`src/rtl/glitch_sweep_sequencer_if.sv`:
```
// Result record stream from the sweep sequencer: one record per glitch attempt,
// transferred on res_valid & res_ready.
interface glitch_sweep_sequencer_if #(
    parameter int unsigned W = 32
) ();
    logic         res_valid;
    logic         res_ready;
    logic [W-1:0] res_offset;
    logic [W-1:0] res_duration;
    logic [1:0]   res_status;

    modport master (
        output res_valid,
        output res_offset,
        output res_duration,
        output res_status,
        input  res_ready
    );

    modport slave (
        input  res_valid,
        input  res_offset,
        input  res_duration,
        input  res_status,
        output res_ready
    );
endinterface

```
`src/rtl/glitch_sweep_sequencer.sv`:
```
// Glitch parameter sweep sequencer: walks offset x duration x repeats, runs one
// reset/arm/glitch/response attempt per step and streams one result record per attempt.
module glitch_sweep_sequencer #(
    parameter int unsigned W          = 32,
    parameter int unsigned RST_CYCLES = 16,
    parameter int unsigned TIMEOUT    = 1000000
) (
    input  logic                     clk,
    input  logic                     rst,
    input  logic                     i_start,
    input  logic                     i_abort,
    input  logic [W-1:0]             i_cfg_ofs_start,
    input  logic [W-1:0]             i_cfg_ofs_end,
    input  logic [W-1:0]             i_cfg_ofs_step,
    input  logic [W-1:0]             i_cfg_dur_start,
    input  logic [W-1:0]             i_cfg_dur_end,
    input  logic [W-1:0]             i_cfg_dur_step,
    input  logic [7:0]               i_cfg_repeats,
    output logic                     o_tgt_reset,
    output logic                     o_arm,
    output logic [W-1:0]             o_offset,
    output logic [W-1:0]             o_duration,
    input  logic                     i_glitch_done,
    input  logic                     i_resp_valid,
    input  logic                     i_resp_ok,
    glitch_sweep_sequencer_if.master res_if,
    output logic                     o_busy,
    output logic                     o_done,
    output logic                     o_cfg_err
);

    localparam int unsigned CMax    = (TIMEOUT > RST_CYCLES) ? TIMEOUT : RST_CYCLES;
    localparam int unsigned CW      = $clog2(CMax + 1);
    localparam logic [CW-1:0] RstLast = CW'(RST_CYCLES - 1);
    localparam logic [CW-1:0] TmoLast = CW'(TIMEOUT - 1);

    typedef enum logic [3:0] {
        StIdle, StLoad, StReset, StArm, StWaitGlitch, StWaitResp, StReport, StNext, StDone
    } state_e;

    state_e       r_state, w_state_nxt;
    logic [CW-1:0] r_cnt, w_cnt_nxt;
    logic [W-1:0] r_offset, w_offset_nxt;
    logic [W-1:0] r_duration, w_duration_nxt;
    logic [7:0]   r_rep, w_rep_nxt;
    logic [1:0]   r_status, w_status_nxt;
    logic         r_cfg_err, w_cfg_err_nxt;
    logic         w_latch;

    logic [W-1:0] r_ofs_start, r_ofs_end, r_ofs_step;
    logic [W-1:0] r_dur_start, r_dur_end, r_dur_step;
    logic [7:0]   r_repeats;

    // Sums carry one extra bit so an overflow reads as "past the end", never a wrap.
    logic [W:0]   w_dur_sum, w_ofs_sum;
    logic [8:0]   w_rep_inc;

    assign w_dur_sum = {1'b0, r_duration} + {1'b0, r_dur_step};
    assign w_ofs_sum = {1'b0, r_offset} + {1'b0, r_ofs_step};
    assign w_rep_inc = {1'b0, r_rep} + 9'd1;

    always_comb begin
        w_state_nxt    = r_state;
        w_offset_nxt   = r_offset;
        w_duration_nxt = r_duration;
        w_rep_nxt      = r_rep;
        w_status_nxt   = r_status;
        w_cfg_err_nxt  = r_cfg_err;
        w_latch        = 1'b0;

        if (i_abort && (r_state != StIdle)) begin
            w_state_nxt = StIdle;
        end else begin
            unique case (r_state)
                StIdle: begin
                    if (i_start) begin
                        w_latch       = 1'b1;
                        w_cfg_err_nxt = 1'b0;
                        w_state_nxt   = StLoad;
                    end
                end
                StLoad: begin
                    if ((r_ofs_end < r_ofs_start) || (r_dur_end < r_dur_start)) begin
                        w_cfg_err_nxt = 1'b1;
                        w_state_nxt   = StDone;
                    end else begin
                        w_offset_nxt   = r_ofs_start;
                        w_duration_nxt = r_dur_start;
                        w_rep_nxt      = '0;
                        w_state_nxt    = StReset;
                    end
                end
                StReset: begin
                    if (r_cnt == RstLast) w_state_nxt = StArm;
                end
                StArm: w_state_nxt = StWaitGlitch;
                StWaitGlitch: begin
                    if (i_glitch_done) begin
                        w_state_nxt = StWaitResp;
                    end else if (r_cnt == TmoLast) begin
                        w_status_nxt = 2'b11;
                        w_state_nxt  = StReport;
                    end
                end
                StWaitResp: begin
                    if (i_resp_valid) begin
                        w_status_nxt = {i_resp_ok, ~i_resp_ok};
                        w_state_nxt  = StReport;
                    end else if (r_cnt == TmoLast) begin
                        w_status_nxt = 2'b00;
                        w_state_nxt  = StReport;
                    end
                end
                StReport: begin
                    if (res_if.res_ready) w_state_nxt = StNext;
                end
                StNext: begin
                    w_state_nxt = StReset;
                    if (w_rep_inc < {1'b0, r_repeats}) begin
                        w_rep_nxt = w_rep_inc[7:0];
                    end else begin
                        w_rep_nxt = '0;
                        if (w_dur_sum <= {1'b0, r_dur_end}) begin
                            w_duration_nxt = w_dur_sum[W-1:0];
                        end else begin
                            w_duration_nxt = r_dur_start;
                            if (w_ofs_sum <= {1'b0, r_ofs_end}) begin
                                w_offset_nxt = w_ofs_sum[W-1:0];
                            end else begin
                                w_state_nxt = StDone;
                            end
                        end
                    end
                end
                StDone:  w_state_nxt = StIdle;
                default: w_state_nxt = StIdle;
            endcase
        end

        // One counter serves RESET and both waits; it restarts on every state change.
        w_cnt_nxt = (w_state_nxt != r_state) ? '0 : r_cnt + CW'(1);
    end

    always_ff @(posedge clk or posedge rst) begin
        if (rst) begin
            r_state     <= StIdle;
            r_cnt       <= '0;
            r_offset    <= '0;
            r_duration  <= '0;
            r_rep       <= '0;
            r_status    <= '0;
            r_cfg_err   <= 1'b0;
            r_ofs_start <= '0;
            r_ofs_end   <= '0;
            r_ofs_step  <= '0;
            r_dur_start <= '0;
            r_dur_end   <= '0;
            r_dur_step  <= '0;
            r_repeats   <= '0;
        end else begin
            r_state    <= w_state_nxt;
            r_cnt      <= w_cnt_nxt;
            r_offset   <= w_offset_nxt;
            r_duration <= w_duration_nxt;
            r_rep      <= w_rep_nxt;
            r_status   <= w_status_nxt;
            r_cfg_err  <= w_cfg_err_nxt;
            if (w_latch) begin
                r_ofs_start <= i_cfg_ofs_start;
                r_ofs_end   <= i_cfg_ofs_end;
                r_ofs_step  <= (i_cfg_ofs_step == '0) ? W'(1) : i_cfg_ofs_step;
                r_dur_start <= i_cfg_dur_start;
                r_dur_end   <= i_cfg_dur_end;
                r_dur_step  <= (i_cfg_dur_step == '0) ? W'(1) : i_cfg_dur_step;
                r_repeats   <= (i_cfg_repeats == '0) ? 8'd1 : i_cfg_repeats;
            end
        end
    end

    assign o_tgt_reset         = (r_state == StReset);
    assign o_arm               = (r_state == StArm);
    assign o_offset            = r_offset;
    assign o_duration          = r_duration;
    assign o_busy              = (r_state != StIdle) && (r_state != StDone);
    assign o_done              = (r_state == StDone);
    assign o_cfg_err           = r_cfg_err;
    assign res_if.res_valid    = (r_state == StReport);
    assign res_if.res_offset   = r_offset;
    assign res_if.res_duration = r_duration;
    assign res_if.res_status   = r_status;

endmodule

```
`src/flat_wrapper.sv`:
```
// flat-port wrapper written by rule: the top's interface ports become plain ports
module glitch_sweep_sequencer_flat 
#(
    parameter int unsigned W          = 32,
    parameter int unsigned RST_CYCLES = 16,
    parameter int unsigned TIMEOUT    = 1000000
)
  (clk, rst, i_start, i_abort, i_cfg_ofs_start, i_cfg_ofs_end, i_cfg_ofs_step, i_cfg_dur_start, i_cfg_dur_end, i_cfg_dur_step, i_cfg_repeats, o_tgt_reset, o_arm, o_offset, o_duration, i_glitch_done, i_resp_valid, i_resp_ok, o_busy, o_done, o_cfg_err, res_if_res_valid, res_if_res_offset, res_if_res_duration, res_if_res_status, res_if_res_ready);
  glitch_sweep_sequencer_if #(.W(W)) res_if_i ();
  input  logic clk;
  input  logic rst;
  input  logic i_start;
  input  logic i_abort;
  input  logic [W-1:0] i_cfg_ofs_start;
  input  logic [W-1:0] i_cfg_ofs_end;
  input  logic [W-1:0] i_cfg_ofs_step;
  input  logic [W-1:0] i_cfg_dur_start;
  input  logic [W-1:0] i_cfg_dur_end;
  input  logic [W-1:0] i_cfg_dur_step;
  input  logic [7:0] i_cfg_repeats;
  output logic o_tgt_reset;
  output logic o_arm;
  output logic [W-1:0] o_offset;
  output logic [W-1:0] o_duration;
  input  logic i_glitch_done;
  input  logic i_resp_valid;
  input  logic i_resp_ok;
  output logic o_busy;
  output logic o_done;
  output logic o_cfg_err;
  output wire logic [$bits(res_if_i.res_valid)-1:0] res_if_res_valid;
  output wire logic [$bits(res_if_i.res_offset)-1:0] res_if_res_offset;
  output wire logic [$bits(res_if_i.res_duration)-1:0] res_if_res_duration;
  output wire logic [$bits(res_if_i.res_status)-1:0] res_if_res_status;
  input wire logic [$bits(res_if_i.res_ready)-1:0] res_if_res_ready;
  assign res_if_res_valid = res_if_i.res_valid;
  assign res_if_res_offset = res_if_i.res_offset;
  assign res_if_res_duration = res_if_i.res_duration;
  assign res_if_res_status = res_if_i.res_status;
  assign res_if_i.res_ready = res_if_res_ready;
  glitch_sweep_sequencer #(.W(W), .RST_CYCLES(RST_CYCLES), .TIMEOUT(TIMEOUT)) u_core (.clk(clk), .rst(rst), .i_start(i_start), .i_abort(i_abort), .i_cfg_ofs_start(i_cfg_ofs_start), .i_cfg_ofs_end(i_cfg_ofs_end), .i_cfg_ofs_step(i_cfg_ofs_step), .i_cfg_dur_start(i_cfg_dur_start), .i_cfg_dur_end(i_cfg_dur_end), .i_cfg_dur_step(i_cfg_dur_step), .i_cfg_repeats(i_cfg_repeats), .o_tgt_reset(o_tgt_reset), .o_arm(o_arm), .o_offset(o_offset), .o_duration(o_duration), .i_glitch_done(i_glitch_done), .i_resp_valid(i_resp_valid), .i_resp_ok(i_resp_ok), .res_if(res_if_i), .o_busy(o_busy), .o_done(o_done), .o_cfg_err(o_cfg_err));
endmodule
```
`config.mk`:
```
export PLATFORM = sky130hd
export DESIGN_NAME = glitch_sweep_sequencer_flat
export DESIGN_NICKNAME = d
export VERILOG_FILES = /design/src/rtl/glitch_sweep_sequencer_if.sv /design/src/rtl/glitch_sweep_sequencer.sv /design/src/flat_wrapper.sv
export SDC_FILE = /design/constraint.sdc
export NUM_CORES = 1
export LEC_CHECK = 0
export BUFFER_PORTS_ARGS = -buffer_cell sky130_fd_sc_hd__buf_2
export CORE_AREA = 3 3 214 216
export CTS_CLUSTER_DIAMETER = 150
export CTS_CLUSTER_SIZE = 20
export DETAILED_ROUTE_END_ITERATION = 6
export DIE_AREA = 0 0 217 219
export HOLD_SLACK_MARGIN = 0.12
export PLACE_DENSITY = 0.76
export SETUP_SLACK_MARGIN = 0.2
export SYNTH_ARGS = -nofsm -noshare
export SYNTH_HDL_FRONTEND = slang
export SYNTH_SLANG_ARGS = --single-unit
```
`constraint.sdc`:
```
create_clock -name clk -period 10.4 [get_ports clk]
set_clock_uncertainty 0.05 [all_clocks]
set_input_delay 2.08 -clock clk [delete_from_list [all_inputs] [get_ports clk]]
set_output_delay 2.08 -clock clk [all_outputs]
set_load 0.02 [all_outputs]
```
==> impl_results.md, run 1 <==
* Post-CTS setup buffers at 0
* Clock transition at path regs at 80 ps
* First-pass GRT wire length at ~85,000 microns
* Top-area cell type share of the netlist area at 0.379
* CP Class: reg -> reg
* Post-Synth XOR/XNOR Area at 0.0359
* Vias in the first global route at 15,790
* Maxcap violations at 0
* GPL Wtd Cong at ~0.9
* Utilization after layout at 0.500
* Die H at 219 microns
* # hold bufs at CTS at 0
* # placed instances at 2,787
* Post-cts repair resize count at 0
* TNS Setup at 0 ps
* DRC Markers at 0
* Initial Util at 0.448
* Synth Area in Compound Gates at 0.128
* Most used cell, CP: ha_1
* Core area at 44,100 sq um
* F_max at 177 MHz
* Startpoint Class: register
* Largest stage delay, worst path at 640 ps
* Max Slew Vio Count at 0
* Synth cell count leaders: 299 x dfrtp_1, 213 x mux2_2, 199 x ha_1
* Crit-path cells: ha_1 -> inv_1 -> fa_1 -> nor2b_1 -> o31a_1 -> o31ai_2 -> a21oi_1 -> o21a_1 -> o21ai_0 -> and3_1 -> nor2_1 -> ha_1 -> and4_1 -> a41oi_1 -> o211ai_1 -> a2111oi_0 -> o21ai_1 -> a21o_1 -> nor3b_4 -> o21ai_4 -> buf_4 -> mux2_4
* Final Hold Viols at 0
* Buffers & Inverters on Critical Path at 2
* Die ar. at 47,500 sq um
* CTS Sinks at approximately 300
* Worst EP arrival at 6030 ps
* Layout Cells excl Fill at 2,811
* CP endpoint kind: register
* PortBufs at roughly 340
* CP top delay family: compound AO/OA/AOI/OAI gates
* Met2 routed WL at 26,500 microns
* First DRT Iteration DRCs at 1,158
* Num CTS Buffers at 18
* Wire length on met3 at 3880 microns
* Post-Synth Adder-Cell Area at 0.128
* Placed Area at 21,600 sq um
* Outcome: finished clean
* Largest net degree at the start of global routing at 171
* Area leader, netlist: dfrtp_1
* Post-Syn Area at approximately 20,000 sq um
* RSZ-0062 raised after global routing: false
* Register bit total from synthesis at ~300
* Antenna Violating Nets Remaining at 0
* GR Overflow Total at 0
* Most numerous cell in the Yosys netlist: dfrtp_1
* Nets at between 2,000 and 3,000
* GR Util All Layers at 0.223
* # setup viols final at 0
* Dominant synthesized flop cell: dfrtp_1
* Mux contribution to synthesized area at 0.148
* Post-synthesis cell type count at 81
* Die W at about 220 microns
* Setup slack, reg-to-reg at 4740 ps
* Post-synth EDFFs at 0
* Worst slew pin tran at 1120 ps
* Slowest stage cell on the critical path: a2111oi_0
* WL per Instance at 19.5 microns
* Cells after Synth at 1,961
* DP HPWL at approximately 43,000 microns
* Reg2reg end: u_core.o_offset[3]$_DFFE_PP0P_
* Clk_lat worst skew at around 540 ps
* H-tree depth at 1
* Worst reg-to-reg path cell count at 22
* Relative slew slack at 0.247
* Routed wire length at 54,800 microns
* Initial antenna violation count at 11
* Reg2reg start: u_core.o_offset[0]$_DFFE_PP0P_
* CTS tree: done
* Sequential area share after synthesis at 0.379
* CTS Buffer Depth at 3
* Synth Area in Simple Gates at 0.109
* Fraction of registers with async set/reset at 1.00
* Syn nets at ~2,400
* Design area at 22,100 sq um
* WL met1 at 22,300 microns
* Termination of the worst setup path: u_core.o_offset[3]$_DFFE_PP0P_
* Share of layout cells above drive strength 1 at 0.287
* Post-synthesis area per instance at roughly 10 sq um
* Main combinational cell family by area after synthesis: multiplexers
* Syn-to-layout area delta at 11.8%
* Synth Warn # at 0
* Num rows at 77
* Critical Path RT at 10,760 ps
* Root buffer cell: clkbuf_16
* Total stage count of the critical path at 22
* Via density per instance at about 5.6
* Period utilization at 0.545
* Crit path time final at 5660 ps
* Maximum fanout along the worst path at 31
* Synth top area cells: dfrtp_1 38%, ha_1 13%, mux2_2 12%
* Hold Path Class: reg -> reg
* DR vias at roughly 16,000
* Max layer used: met5
* Worst setup startpoint: u_core.o_offset[0]$_DFFE_PP0P_
* First-pass detailed-route iteration total at 5
* I/O Pins at 344
per-stage QoR:
stage          hold WS (ps)  setup WS, ps
6_report                442          4740
5_1_grt                 464          4430
4_1_cts                 441          4790
3_3_place_gp            410          4910
2_1_floorplan           395          4300
3_5_place_dp            429          4840
cell usage in the layout, fill, tap and decap left out, types with 7 or more instances in the layout:
master     count
clkbuf_16     19
nand2b_1      14
ha_1         199
o21ai_1        7
o21a_1        16
xnor2_1       48
nor2b_1       15
mux2i_1       32
o211ai_1      14
dfrtp_1      299
a21oi_1      135
nor2_1       142
a211oi_1      16
nand3_1       43
buf_2        343
buf_4         10
xor2_1        33
a31oi_1       10
mux2_2       213
nor4_1        25
inv_1        181
nor3_1        20
mux2_4        14
o21ai_0       59
a21o_1        43
nand4_1       37
and3_1        15
nand2_1       92
per-layer routing:
metal	vias up	global-route usage
met2	558	0.387
met5	-	0
met1	7615	0.278
met3	106	0.0422
met4	14	0.0791
li1	7405	-
state kept, by name (all words and copies together) (netlist names), 32 cells and up:
| name | cells |
|---|---|
| u_core.r_dur_start | 32 |
| u_core.r_ofs_end | 32 |
| u_core.r_dur_step | 32 |
| u_core.r_ofs_step | 32 |
| u_core.o_offset | 32 |
| u_core.r_ofs_start | 32 |
| u_core.r_dur_end | 32 |
| u_core.o_duration | 32 |
kinds of logic (layout without fill, tap and decap cells):
| family | Yosys count | count (layout) |
|---|---|---|
| mux | 259 | 259 |
| compound gates | 380 | 380 |
| buf+inv | 302 | 556 |
| xor+xnor | 81 | 81 |
| flops | 299 | 299 |
| fa+ha+maj | 201 | 201 |
| simple gates | 439 | 439 |
| other cells | 0 | 4 |
worst min-delay path by stage:
stage	end	cells past startpoint	slack (ps)	startpoint
detailed placement	u_core.r_cnt[0]$_DFF_PP0_	1	430	u_core.r_cnt[0]$_DFF_PP0_
global route	u_core.r_cnt[0]$_DFF_PP0_	1	460	u_core.r_cnt[0]$_DFF_PP0_
finish	u_core.r_cnt[0]$_DFF_PP0_	1	440	u_core.r_cnt[0]$_DFF_PP0_
floorplan	u_core.r_repeats[0]$_DFFE_PP0P_	2	390	u_core.r_repeats[0]$_DFFE_PP0P_
global placement	u_core.r_cnt[0]$_DFF_PP0_	1	410	u_core.r_cnt[0]$_DFF_PP0_
CTS	u_core.r_cnt[0]$_DFF_PP0_	1	440	u_core.r_cnt[0]$_DFF_PP0_
worst reg2reg max path, cell delays in order (launching register included):
cell and delay (ps):
dfrtp_1 420, ha_1 230, inv_1 70, fa_1 200, nor2b_1 70, o31a_1 280
o31ai_2 370, a21oi_1 190, o21a_1 220, o21ai_0 240, and3_1 230, nor2_1 60
ha_1 280, and4_1 240, a41oi_1 210, o211ai_1 100, a2111oi_0 640, o21ai_1 120
a21o_1 240, nor3b_4 310, o21ai_4 70, buf_4 320, mux2_4 420
cell type report:
| type | count | area, sq um |
|---|---|---|
| fillers | 4021 | 22000 |
| multi-input cells | 1360 | 10900 |
| flip-flops and latches | 299 | 7480 |
| repair buffers | 354 | 1810 |
| well taps | 592 | 741 |
| inverters | 182 | 687 |
| clock buffers | 20 | 479 |
| diodes | 4 | 10.0 |
Power of run 1 is not shown: default switching activity piles up to over one toggle a cycle in this logic, so the estimate is an artifact.
==> inputs of run 2 (changes only) <==
--- a/config.mk
+++ b/config.mk
@@ -5,12 +5,13 @@
 export SDC_FILE = /design/constraint.sdc
 export NUM_CORES = 1
 export LEC_CHECK = 0
+export ABC_AREA = 1
 export BUFFER_PORTS_ARGS = -buffer_cell sky130_fd_sc_hd__buf_2
-export CORE_AREA = 3 3 214 216
+export CORE_AREA = 3 3 213 215
 export CTS_CLUSTER_DIAMETER = 150
 export CTS_CLUSTER_SIZE = 20
 export DETAILED_ROUTE_END_ITERATION = 6
-export DIE_AREA = 0 0 217 219
+export DIE_AREA = 0 0 216 218
 export HOLD_SLACK_MARGIN = 0.12
 export PLACE_DENSITY = 0.76
 export SETUP_SLACK_MARGIN = 0.2
==> constraint.sdc (replaced) <==
create_clock -name clk -period 4.9 [get_ports clk]
set_clock_uncertainty 0.05 [all_clocks]
set_input_delay 0.98 -clock clk [delete_from_list [all_inputs] [get_ports clk]]
set_output_delay 0.98 -clock clk [all_outputs]
set_load 0.02 [all_outputs]
==> run 2 against run 1 <==
Routed wire length up 7.3%; maximum frequency up 23%; worst hold slack lost 48 ps; non-clock buffer count grew 57; critical path type unchanged; highest routed layer unchanged.
==> impl_results.md, run 2 <==
* Root buffer cell: clkbuf_16
* Gr busiest metal: met2
* GR Overflow Total at 0 (unchanged)
* Die W at 216 microns (-0.46%)
* Syn-to-layout area delta at 16.4%
* Post-synthesis cell type count at 57 (-30%)
* WL per Instance at 17.3 microns (-11%)
* Top-area cell type share of the netlist area at 0.383 (+0.00412)
* Relative slew slack at 0.306 (+0.0594)
* Die ar. at 47,100 sq um (-0.92%)
* First DRT Iteration DRCs at 1,288 (+11%)
* Layout Cells excl Fill at 3,400 (+21%)
* GR Layer Usage met3 at 0.0327 (-0.00949)
* Max Slew Vio Count at 0 (unchanged)
* Synth Warn # at 0 (unchanged)
* # placed instances at 3,358 (+20%)
* Antenna Violating Nets Remaining at 0 (unchanged)
* RSZ-0062 raised after global routing: true
* Worst slew pin tran at 1030 ps (-88.4 ps)
* Cells after Synth at 2,510 (+28%)
* Num rows at 77 (unchanged)
* Vias in the first global route at 18,022 (+14%)
* Maxcap violations at 0 (unchanged)
* First-pass GRT wire length at 91,600 microns (+7.9%)
* Synth cell count leaders: 684 x nand2_1, 299 x dfrtp_1, 294 x inv_1
* Maximum fanout along the worst path at 5 (-84%)
* Largest stage delay, worst path at 370 ps (-270 ps)
* CTS Buffer Depth at 3 (unchanged)
* M2 GR Usage at 0.428 (+0.0408)
* Outcome: finished clean
* Final Hold Viols at 0 (unchanged)
* First-pass detailed-route iteration total at 5 (unchanged)
* Slowest stage cell on the critical path: dfrtp_1
* TNS Setup at 0 ps (unchanged)
* PortBufs at 343 (unchanged)
* CTS Sinks at 299 (unchanged)
* I/O Pins at 344 (unchanged)
* Met1 Usage GRT at 0.294 (+0.0159)
* Share of layout cells above drive strength 1 at 0.192 (-0.0948)
* DRC Markers at 0 (unchanged)
* Initial antenna violation count at 3 (-8)
* GR Util All Layers at 0.239 (+0.0158)
* Clk_lat worst skew at 550 ps (about the same)
* DR vias at 17,899 (+14%)
* Largest net degree at the start of global routing at 136 (-20%)
* Via density per instance at 5.26 (-5.7%)
* Worst EP arrival at 5020 ps (-1010 ps)
* Core area at 43,900 sq um (-0.44%)
* Post-synthesis area per instance at 7.78 sq um (-23%)
* Num CTS Buffers at 18 (unchanged)
* Nets at 3,216 (+23%)
* F_max at 217 MHz (+23%)
* Dominant synthesized flop cell: dfrtp_1
* Post-synth EDFFs at 0 (unchanged)
* Startpoint Class: register
* Utilization after layout at 0.518 (+0.0173)
* CP endpoint kind: register
* CP Class: reg -> reg
* Initial Util at 0.445 (-0.00288)
* Routed wire length at 58,800 microns (+7.3%)
* Most frequent cells in the layout: 675 x nand2_1, 343 x buf_2, 297 x dfrtp_1
* Synth top area cells: dfrtp_1 38%, nand2_1 13%, ha_1 13%
* Hold WS at 394 ps (-47.5 ps)
* Period utilization at 0.939 (+0.394)
* Area leader, netlist: dfrtp_1
* Register bit total from synthesis at 299 (unchanged)
* Clock transition at path regs at 110 ps (+30 ps)
* Crit path time final at 4600 ps (-1070 ps)
* # setup viols final at 0 (unchanged)
* Die H at 218 microns (-0.46%)
* Syn nets at 2,919 (+23%)
* P_leak at 12.0 nW
* CTS tree: done
* DP HPWL at 44,500 microns (+3.7%)
* PD cells at 803 nW/um^2
* Most used cell, CP: nand2_2
* Most common cell after layout, fill and taps aside: nand2_1
* Worst vdd ir at 0.000379 V
* Most numerous cell in the Yosys netlist: nand2_1
* Fraction of registers with async set/reset at 1.00 (unchanged)
* GPL Wtd Cong at 0.930 (+1.2%)
* H-tree depth at 1 (unchanged)
* Critical Path RT at 5320 ps (-5440 ps)
* Sequential area share after synthesis at 0.383 (+0.00412)
* Post-Syn Area at 19,500 sq um (-1.1%)
* Hold Path Class: in -> async
==> run 2: final cells by class <==
class | count | area (sq um)
Inverter | 304 | 1160
Clock buffer | 20 | 479
Sequential cell | 299 | 7480
Timing Repair Buffer | 411 | 2420
Multi-Input combinational cell | 1773 | 10500
Tap cell | 592 | 741
Fill cell | 4167 | 21200
Antenna cell | 1 | 2.50
==> run 2: through the flow <==
step | power [mW] | cell area (sq um) | worst slack, ps
6_report | 18.3 | 22700 | 301
5_1_grt | 20.0 | 22700 | 31.9
4_1_cts | 17.4 | 22200 | 211
3_5_place_dp | 15.8 | 21700 | 72.9
3_3_place_gp | 15.4 | 21700 | 179
2_1_floorplan | 12.5 | 19500 | -103
==> run 2: cell families after synthesis <==
family	Yosys count	share of synthesized area
xor+xnor	79	0.0354
compound gates	528	0.145
flops	299	0.383
buf+inv	438	0.0995
mux	4	0.00231
simple gates	961	0.206
fa+ha+maj	201	0.129
==> run 2: what timing repair did <==
action                                  CTS  global route
pin swaps                                 1            31
resized for setup                         3            78
setup buffers                             1            14
cloned                                    0             6
hold buffers                              0             0
endpoints found under the setup margin   55            85
==> run 2: power by group <==
part	switching [mW]	internal (mW)	total, mW
logic	7.82	4.53	12.3
registers	0.804	3.56	4.36
clock network	0.871	0.695	1.57
total	9.49	8.78	18.3
==> run 2: layer usage <==
| layer | share of wire | up-vias |
|---|---|---|
| li1 | - | 8736 |
| met1 | 0.41 | 8461 |
| met4 | 0.042 | 2 |
| met3 | 0.060 | 115 |
| met2 | 0.49 | 585 |
| met5 | 0.00022 | - |
==> run 2: final timing paths <==
path | cells after the start | start | endpoint | slack (ps)
setup / recovery | 30 | u_core.o_duration[0]$_DFFE_PP0P_ | u_core.r_cnt[4]$_DFF_PP0_ | 300
hold / removal | 2 | rst | u_core.o_offset[1]$_DFFE_PP0P_ | 390
setup reg to reg | 30 | u_core.o_duration[0]$_DFFE_PP0P_ | u_core.r_cnt[4]$_DFF_PP0_ | 300
hold reg to reg | 1 | u_core.r_cnt[0]$_DFF_PP0_ | u_core.r_cnt[0]$_DFF_PP0_ | 430
max in group asynchronous | 3 | rst | u_core.r_ofs_step[31]$_DFFE_PP0P_ | 3400
min in group clk | 1 | u_core.r_cnt[0]$_DFF_PP0_ | u_core.r_cnt[0]$_DFF_PP0_ | 430
==> run 2: critical path: cells and delay by family (launching register included) <==
family	cells	cell delay, ps
fa+ha+maj	3	880
simple gates	19	2140
flops	1	370
buf+inv	3	320
compound gates	4	670
xor+xnor	1	90
No activity file was read; power rests on OpenSTA's default activity.
